File: config.mk
export PLATFORM = sky130hd
export DESIGN_NAME = rice_encoder
export DESIGN_NICKNAME = d
export VERILOG_FILES = /design/src/rtl/rice_encoder.sv
export SDC_FILE = /design/constraint.sdc
export NUM_CORES = 1
export LEC_CHECK = 0
export BUFFER_PORTS_ARGS = -buffer_cell sky130_fd_sc_hd__buf_4
export CAP_MARGIN = 10
export CELL_PAD_IN_SITES_DETAIL_PLACEMENT = 0
export CELL_PAD_IN_SITES_GLOBAL_PLACEMENT = 1
export CORE_MARGIN = 2
export CORE_UTILIZATION = 43
export CTS_BUF_LIST = sky130_fd_sc_hd__clkbuf_2 sky130_fd_sc_hd__clkbuf_4 sky130_fd_sc_hd__clkbuf_8
export DETAILED_ROUTE_END_ITERATION = 12
export PLACE_DENSITY = 0.8
export SLEW_MARGIN = 20
export SYNTH_ARGS = -nofsm -noshare
export SYNTH_HDL_FRONTEND = slang
export SYNTH_SLANG_ARGS = --single-unit
export TNS_END_PERCENT = 50
File: constraint.sdc
create_clock -name clk -period 6.3 [get_ports clk]
set_input_delay 0.315 -clock clk [delete_from_list [all_inputs] [get_ports clk]]
set_output_delay 0.315 -clock clk [all_outputs]
set_load 0.01 [all_outputs]
File: src/rtl/rice_encoder.sv
// rice_encoder: streaming Rice/Golomb encoder packing codes MSB-first into W_WORD-bit words.
// Define RICE_ENC_ESCAPE_EN to enable escape coding for quotients >= Q_ESC.
module rice_encoder #(
  parameter int W_IN   = 16,
  parameter int W_WORD = 32,
  parameter int Q_ESC  = 16,
  parameter int K_W    = $clog2(W_IN)
) (
  input  logic                        clk,
  input  logic                        rst_n,
  input  logic                        in_valid,
  output logic                        in_ready,
  input  logic [W_IN-1:0]             in_data,
  input  logic [K_W-1:0]              in_k,
  input  logic                        flush_req,
  output logic                        flush_ack,
  output logic                        out_valid,
  input  logic                        out_ready,
  output logic [W_WORD-1:0]           out_data,
  output logic [$clog2(W_WORD+1)-1:0] out_nbits,
  output logic                        out_last
);

  localparam int NB_W = $clog2(W_WORD + 1);
`ifdef RICE_ENC_ESCAPE_EN
  localparam bit ESC_EN = 1'b1;
  localparam int PRE_W  = NB_W;
`else
  localparam bit ESC_EN = 1'b0;
  localparam int PRE_W  = W_IN;
`endif
  localparam logic [NB_W-1:0] WORD_BITS = NB_W'(W_WORD);

  typedef enum logic [1:0] {IDLE, PREFIX, SUFFIX, FLUSH} state_t;

  state_t            state, state_nxt;
  logic [W_WORD-1:0] acc, acc_nxt;
  logic [NB_W-1:0]   fill, fill_nxt;
  logic [PRE_W-1:0]  pre_cnt, pre_nxt;
  logic [W_IN-1:0]   suf_bits, suf_bits_nxt;
  logic [NB_W-1:0]   suf_len, suf_len_nxt;
  logic [W_WORD-1:0] out_data_nxt;
  logic [NB_W-1:0]   out_nbits_nxt;
  logic              out_valid_nxt, out_last_nxt, flush_ack_nxt;

  logic [K_W-1:0]    k_eff;
  logic [W_IN-1:0]   q, r;
  logic              esc;
  logic              out_free, do_append;
  logic [NB_W-1:0]   free, chunk, new_fill;
  logic [W_WORD-1:0] app_val, merged;

  // The k port can only exceed W_IN-1 when W_IN is not a power of two.
  if ((1 << K_W) > W_IN) begin : g_clamp
    assign k_eff = (in_k > K_W'(W_IN - 1)) ? K_W'(W_IN - 1) : in_k;
  end else begin : g_noclamp
    assign k_eff = in_k;
  end

  assign q   = in_data >> k_eff;
  assign r   = in_data & ~({W_IN{1'b1}} << k_eff);
  assign esc = ESC_EN && (32'(q) >= Q_ESC);

  always_comb begin
    state_nxt     = state;
    acc_nxt       = acc;
    fill_nxt      = fill;
    pre_nxt       = pre_cnt;
    suf_bits_nxt  = suf_bits;
    suf_len_nxt   = suf_len;
    out_free      = !out_valid || out_ready;
    out_valid_nxt = out_valid && !out_ready;
    out_data_nxt  = out_data;
    out_nbits_nxt = out_nbits;
    out_last_nxt  = out_last;
    flush_ack_nxt = 1'b0;
    free          = WORD_BITS - fill;
    chunk         = '0;
    app_val       = '0;
    do_append     = 1'b0;

    case (state)
      IDLE: begin
        if (in_valid && in_ready) begin
          if (esc) begin
            pre_nxt      = PRE_W'(Q_ESC);
            suf_bits_nxt = in_data;
            suf_len_nxt  = NB_W'(W_IN);
          end else begin
            pre_nxt      = PRE_W'(q);
            suf_bits_nxt = r;
            suf_len_nxt  = NB_W'(k_eff) + NB_W'(1);
          end
          state_nxt = (pre_nxt == '0) ? SUFFIX : PREFIX;
        end else if (flush_req && in_ready && out_free) begin
          flush_ack_nxt = 1'b1;
          state_nxt     = FLUSH;
        end
      end
      PREFIX: begin
        chunk     = (32'(pre_cnt) >= 32'(free)) ? free : NB_W'(pre_cnt);
        app_val   = {W_WORD{1'b1}} >> (WORD_BITS - chunk);
        do_append = out_free || ((fill + chunk) != WORD_BITS);
        if (do_append) begin
          pre_nxt = pre_cnt - PRE_W'(chunk);
          if (pre_nxt == '0) state_nxt = SUFFIX;
        end
      end
      SUFFIX: begin
        // Remaining suffix bits sit right-justified; take the top chunk of them.
        chunk     = (suf_len >= free) ? free : suf_len;
        app_val   = (W_WORD'(suf_bits) >> (suf_len - chunk)) &
                    ({W_WORD{1'b1}} >> (WORD_BITS - chunk));
        do_append = out_free || ((fill + chunk) != WORD_BITS);
        if (do_append) begin
          suf_len_nxt = suf_len - chunk;
          if (suf_len_nxt == '0) state_nxt = IDLE;
        end
      end
      FLUSH: begin
        out_data_nxt  = acc;
        out_nbits_nxt = fill;
        out_last_nxt  = 1'b1;
        out_valid_nxt = 1'b1;
        acc_nxt       = '0;
        fill_nxt      = '0;
        state_nxt     = IDLE;
      end
      default: state_nxt = IDLE;
    endcase

    new_fill = fill + chunk;
    merged   = acc | (app_val << (free - chunk));
    if (do_append) begin
      if (new_fill == WORD_BITS) begin
        out_data_nxt  = merged;
        out_nbits_nxt = WORD_BITS;
        out_last_nxt  = 1'b0;
        out_valid_nxt = 1'b1;
        acc_nxt       = '0;
        fill_nxt      = '0;
      end else begin
        acc_nxt  = merged;
        fill_nxt = new_fill;
      end
    end
  end

  always_ff @(posedge clk or negedge rst_n) begin
    if (!rst_n) begin
      state     <= IDLE;
      acc       <= '0;
      fill      <= '0;
      pre_cnt   <= '0;
      suf_bits  <= '0;
      suf_len   <= '0;
      out_valid <= 1'b0;
      out_data  <= '0;
      out_nbits <= '0;
      out_last  <= 1'b0;
      flush_ack <= 1'b0;
      in_ready  <= 1'b0;
    end else begin
      state     <= state_nxt;
      acc       <= acc_nxt;
      fill      <= fill_nxt;
      pre_cnt   <= pre_nxt;
      suf_bits  <= suf_bits_nxt;
      suf_len   <= suf_len_nxt;
      out_valid <= out_valid_nxt;
      out_data  <= out_data_nxt;
      out_nbits <= out_nbits_nxt;
      out_last  <= out_last_nxt;
      flush_ack <= flush_ack_nxt;
      in_ready  <= (state_nxt == IDLE);
    end
  end

endmodule

==> impl_metrics.yaml <==
status:
  outcome: "finished, final reports clean"
finish:
  final_cell_area_um2: 14400
  drive_gt1_share_pct: 23.2
  final_cell_count_no_fill: 2035
  nets: 1766
  syn2layout_area_growth_pct: 21.8
  nFillCells: 2675
  seqCellArea_um2: 2980
  diodes: 0
  multi_input_area_um2: 8530
global_routing:
  antenna_found_initial: 0
  grt_overflow_total: 0
  grt_pass1_wl_um: 70700
  first_global_vias: 11982
  grt_usage_pct: 31.7
  grt_max_degree: 71
synth:
  yosysMostFrequentCell: "nand2_1"
  synthCells: 1531
  synth_edf_count: 0
  avgSynthCellArea_um2: 7.71
  yosysTopAreaCellShare_pct: 25.2
  async_flop_share_pct: 100
  synth_nets: 1616
  synth.area.top_cells: "dfrtp_1 (25%), ha_1 (5.7%), a21oi_1 (5.6%)"
  yosys.cell_types.count: 97
  syn-cell-area_um2: 11800
  synth_common_cells: "nand2_1 (171), nor2_1 (138), a21oi_1 (131), dfrtp_1 (119), o21ai_0 (116)"
  yosys_register_bits: 119
  synth-main-ff-cell: "dfrtp_1"
  yosysSeqAreaShare_pct: 25.2
  yosysWarningCount: 0
  synth_largest_area_cell: "dfrtp_1"
detailed_routing:
  drt_iter0_drc: 1206
  drc: 0
  via_per_inst: 6.29
  ant_nets: 0
  drt_wl_total_um: 45900
  drtPass1Iterations: 5
  wl_per_cell_um: 22.6
  num_vias: 12806
timing:
  maxSlewHeadroom_pct: 35.8
  skew_ns: 0.0218
  timing.final.crit_share_pct: 97.5
  timing.final.crit_period_ns: 6.14
  worst_pin_slew_ns: 0.961
  setup_viol: 0
  layout_setup_ws_ns: 0.158
  hold_viol: 0
  finalMaxSlewViolations: 0
  fmax_mhz: 163
floorplan:
  fp.dieH_um: 170
  row_count: 60
  dieArea_um2: 28800
  io_pins: 67
  dieWidth_um: 170
  initial_core_util_pct: 43.8
  coreArea_um2: 27000
worst_setup_path:
  crit_path_end_kind: "flop"
  crit_fanout: 4
  crit_required_ns: 6.66
  critPathLaunchType: "flop"
  crit_type: "reg2reg"
  crit_arrival_ns: 6.50
clocking:
  clock_latency_ns: 0.47
  htree_levels: 4
  cts.clk_slew.worst_paths_ns: 0.10
  cts-root-buf: "clkbuf_8"
  cts_tree: "done"
  clock_sinks: 119
  cts-buffers-inserted: 17
  cts.path.max_buffers: 2
placed_design:
  routabilityCongestion: 1.04
  placement.cell_area_um2: 13600
  place_ws_ns: -0.172
  hpwl_um: 35500
  place_inst: 1994
  port_buffers: 66
run:
  drv_cap: 0
min_path:
  hold_path_class: "in2reg"
-- placed cells by master, fill, tap and decap left out, types with 17 or more instances in the layout --
cell      Yosys  final
buf_4         4    214
nand2_1     171    169
nor2_1      138    133
a21oi_1     131    123
dfrtp_1     119    118
o21ai_0     116    111
inv_1        63     61
mux2i_1      55     55
ha_1         54     48
nand3_1      47     46
nor3_1       40     40
a211oi_1     40     36
o22ai_1      27     27
a31oi_1      27     25
nor2b_1      24     22
mux2_2       21     21
clkbuf_8      0     18
nand2b_1     17     17
-- cells by family (layout without fill, tap and decap cells) --
| logic type | after synthesis | in the layout | share of synthesized area, % |
|---|---|---|---|
| AO/OA/AOI/OAI | 540 | 540 | 30.7 |
| AND/OR/NAND/NOR | 532 | 532 | 21.3 |
| buffers and inverters | 164 | 327 | 5.53 |
| flip-flops | 119 | 119 | 25.2 |
| multiplexers | 83 | 83 | 7.94 |
| adder cells (fa/ha/maj) | 62 | 62 | 6.92 |
| XOR/XNOR | 31 | 31 | 2.36 |
-- final cells by class --
class,count,share of cell area [%]
flip-flops and latches,119,20.7
clock inverters,14,0.801
inverters,70,1.85
repair buffers,225,12.6
multi-input cells,1248,59.3
clock buffers,18,1.72
well taps,341,2.97
-- worst max-delay path, cell delays in order, from the launching register on --
cell and delay (ns):
dfrtp_1 0.40, clkinvlp_4 0.13, ha_4 0.19, xor2_4 0.22, ha_4 0.23, a21oi_2 0.13
o21ai_2 0.08, maj3_2 0.36, a211oi_4 0.36, buf_4 0.18, buf_4 0.10, o21ai_0 0.08
inv_1 0.13, ha_2 0.29, nor2_2 0.13, a21oi_2 0.06, xor2_2 0.17, nor4b_2 0.34
a221o_1 0.25, and3b_2 0.26, nand3_2 0.11, or3_4 0.39, and2_4 0.18, mux4_2 0.53
o221ai_4 0.32, a21oi_4 0.11, o32ai_2 0.27
-- stage by stage --
| stage | hold slack, ns | util, % | setup TNS (ns) |
|---|---|---|---|
| CTS | 0.0169 | 52.2 | 0 |
| detailed placement | 0.399 | 50.6 | -0.899 |
| global route | 0.0293 | 53.3 | -1.07 |
| floorplan | 0.0194 | - | 0 |
| global placement | 0.391 | 50.6 | -0.159 |
| finish | 0.0208 | 53.3 | 0 |
-- flip-flops by register name (all words and copies together), names as in the netlist, 2 cells and up --
register / cells
pre_cnt: 16
acc: 32
state: 2
fill: 6
out_nbits: 6
suf_len: 6
suf_bits: 15
out_data: 32
-- what timing repair did --
| action | CTS | global route |
|---|---|---|
| gates resized for setup | 9 | 62 |
| hold buffers | 1 | 0 |
| endpoints found under the hold margin | 49 | 0 |
| endpoints found under the setup margin | 25 | 67 |
| setup buffers | 2 | 6 |
| pin swaps | 1 | 15 |
-- final timing paths --
path / depth (start not counted) / from / slack (ns) / to
max: 26 / fill[0] / 0.16 / acc[30]
min: 2 / in_valid / 0.02 / flush_ack
max reg2reg: 26 / fill[0] / 0.16 / acc[30]
min reg2reg: 2 / acc[6] / 0.49 / acc[6]
max in group asynchronous: 3 / rst_n / 4.53 / acc[12]
min in group asynchronous: 2 / rst_n / 0.41 / out_nbits[2]
-- metal layers --
layer  up-vias  GRT usage [%]  wire (um)
met4         0           12.9       1890
li1       6006              -          -
met1      6187           40.8      19700
met3       116           3.96       2420
met5         -              0          0
met2       497           53.9      21900
Power is not shown: default switching activity piles up to over one toggle a cycle in this logic, so the estimate is an artifact.
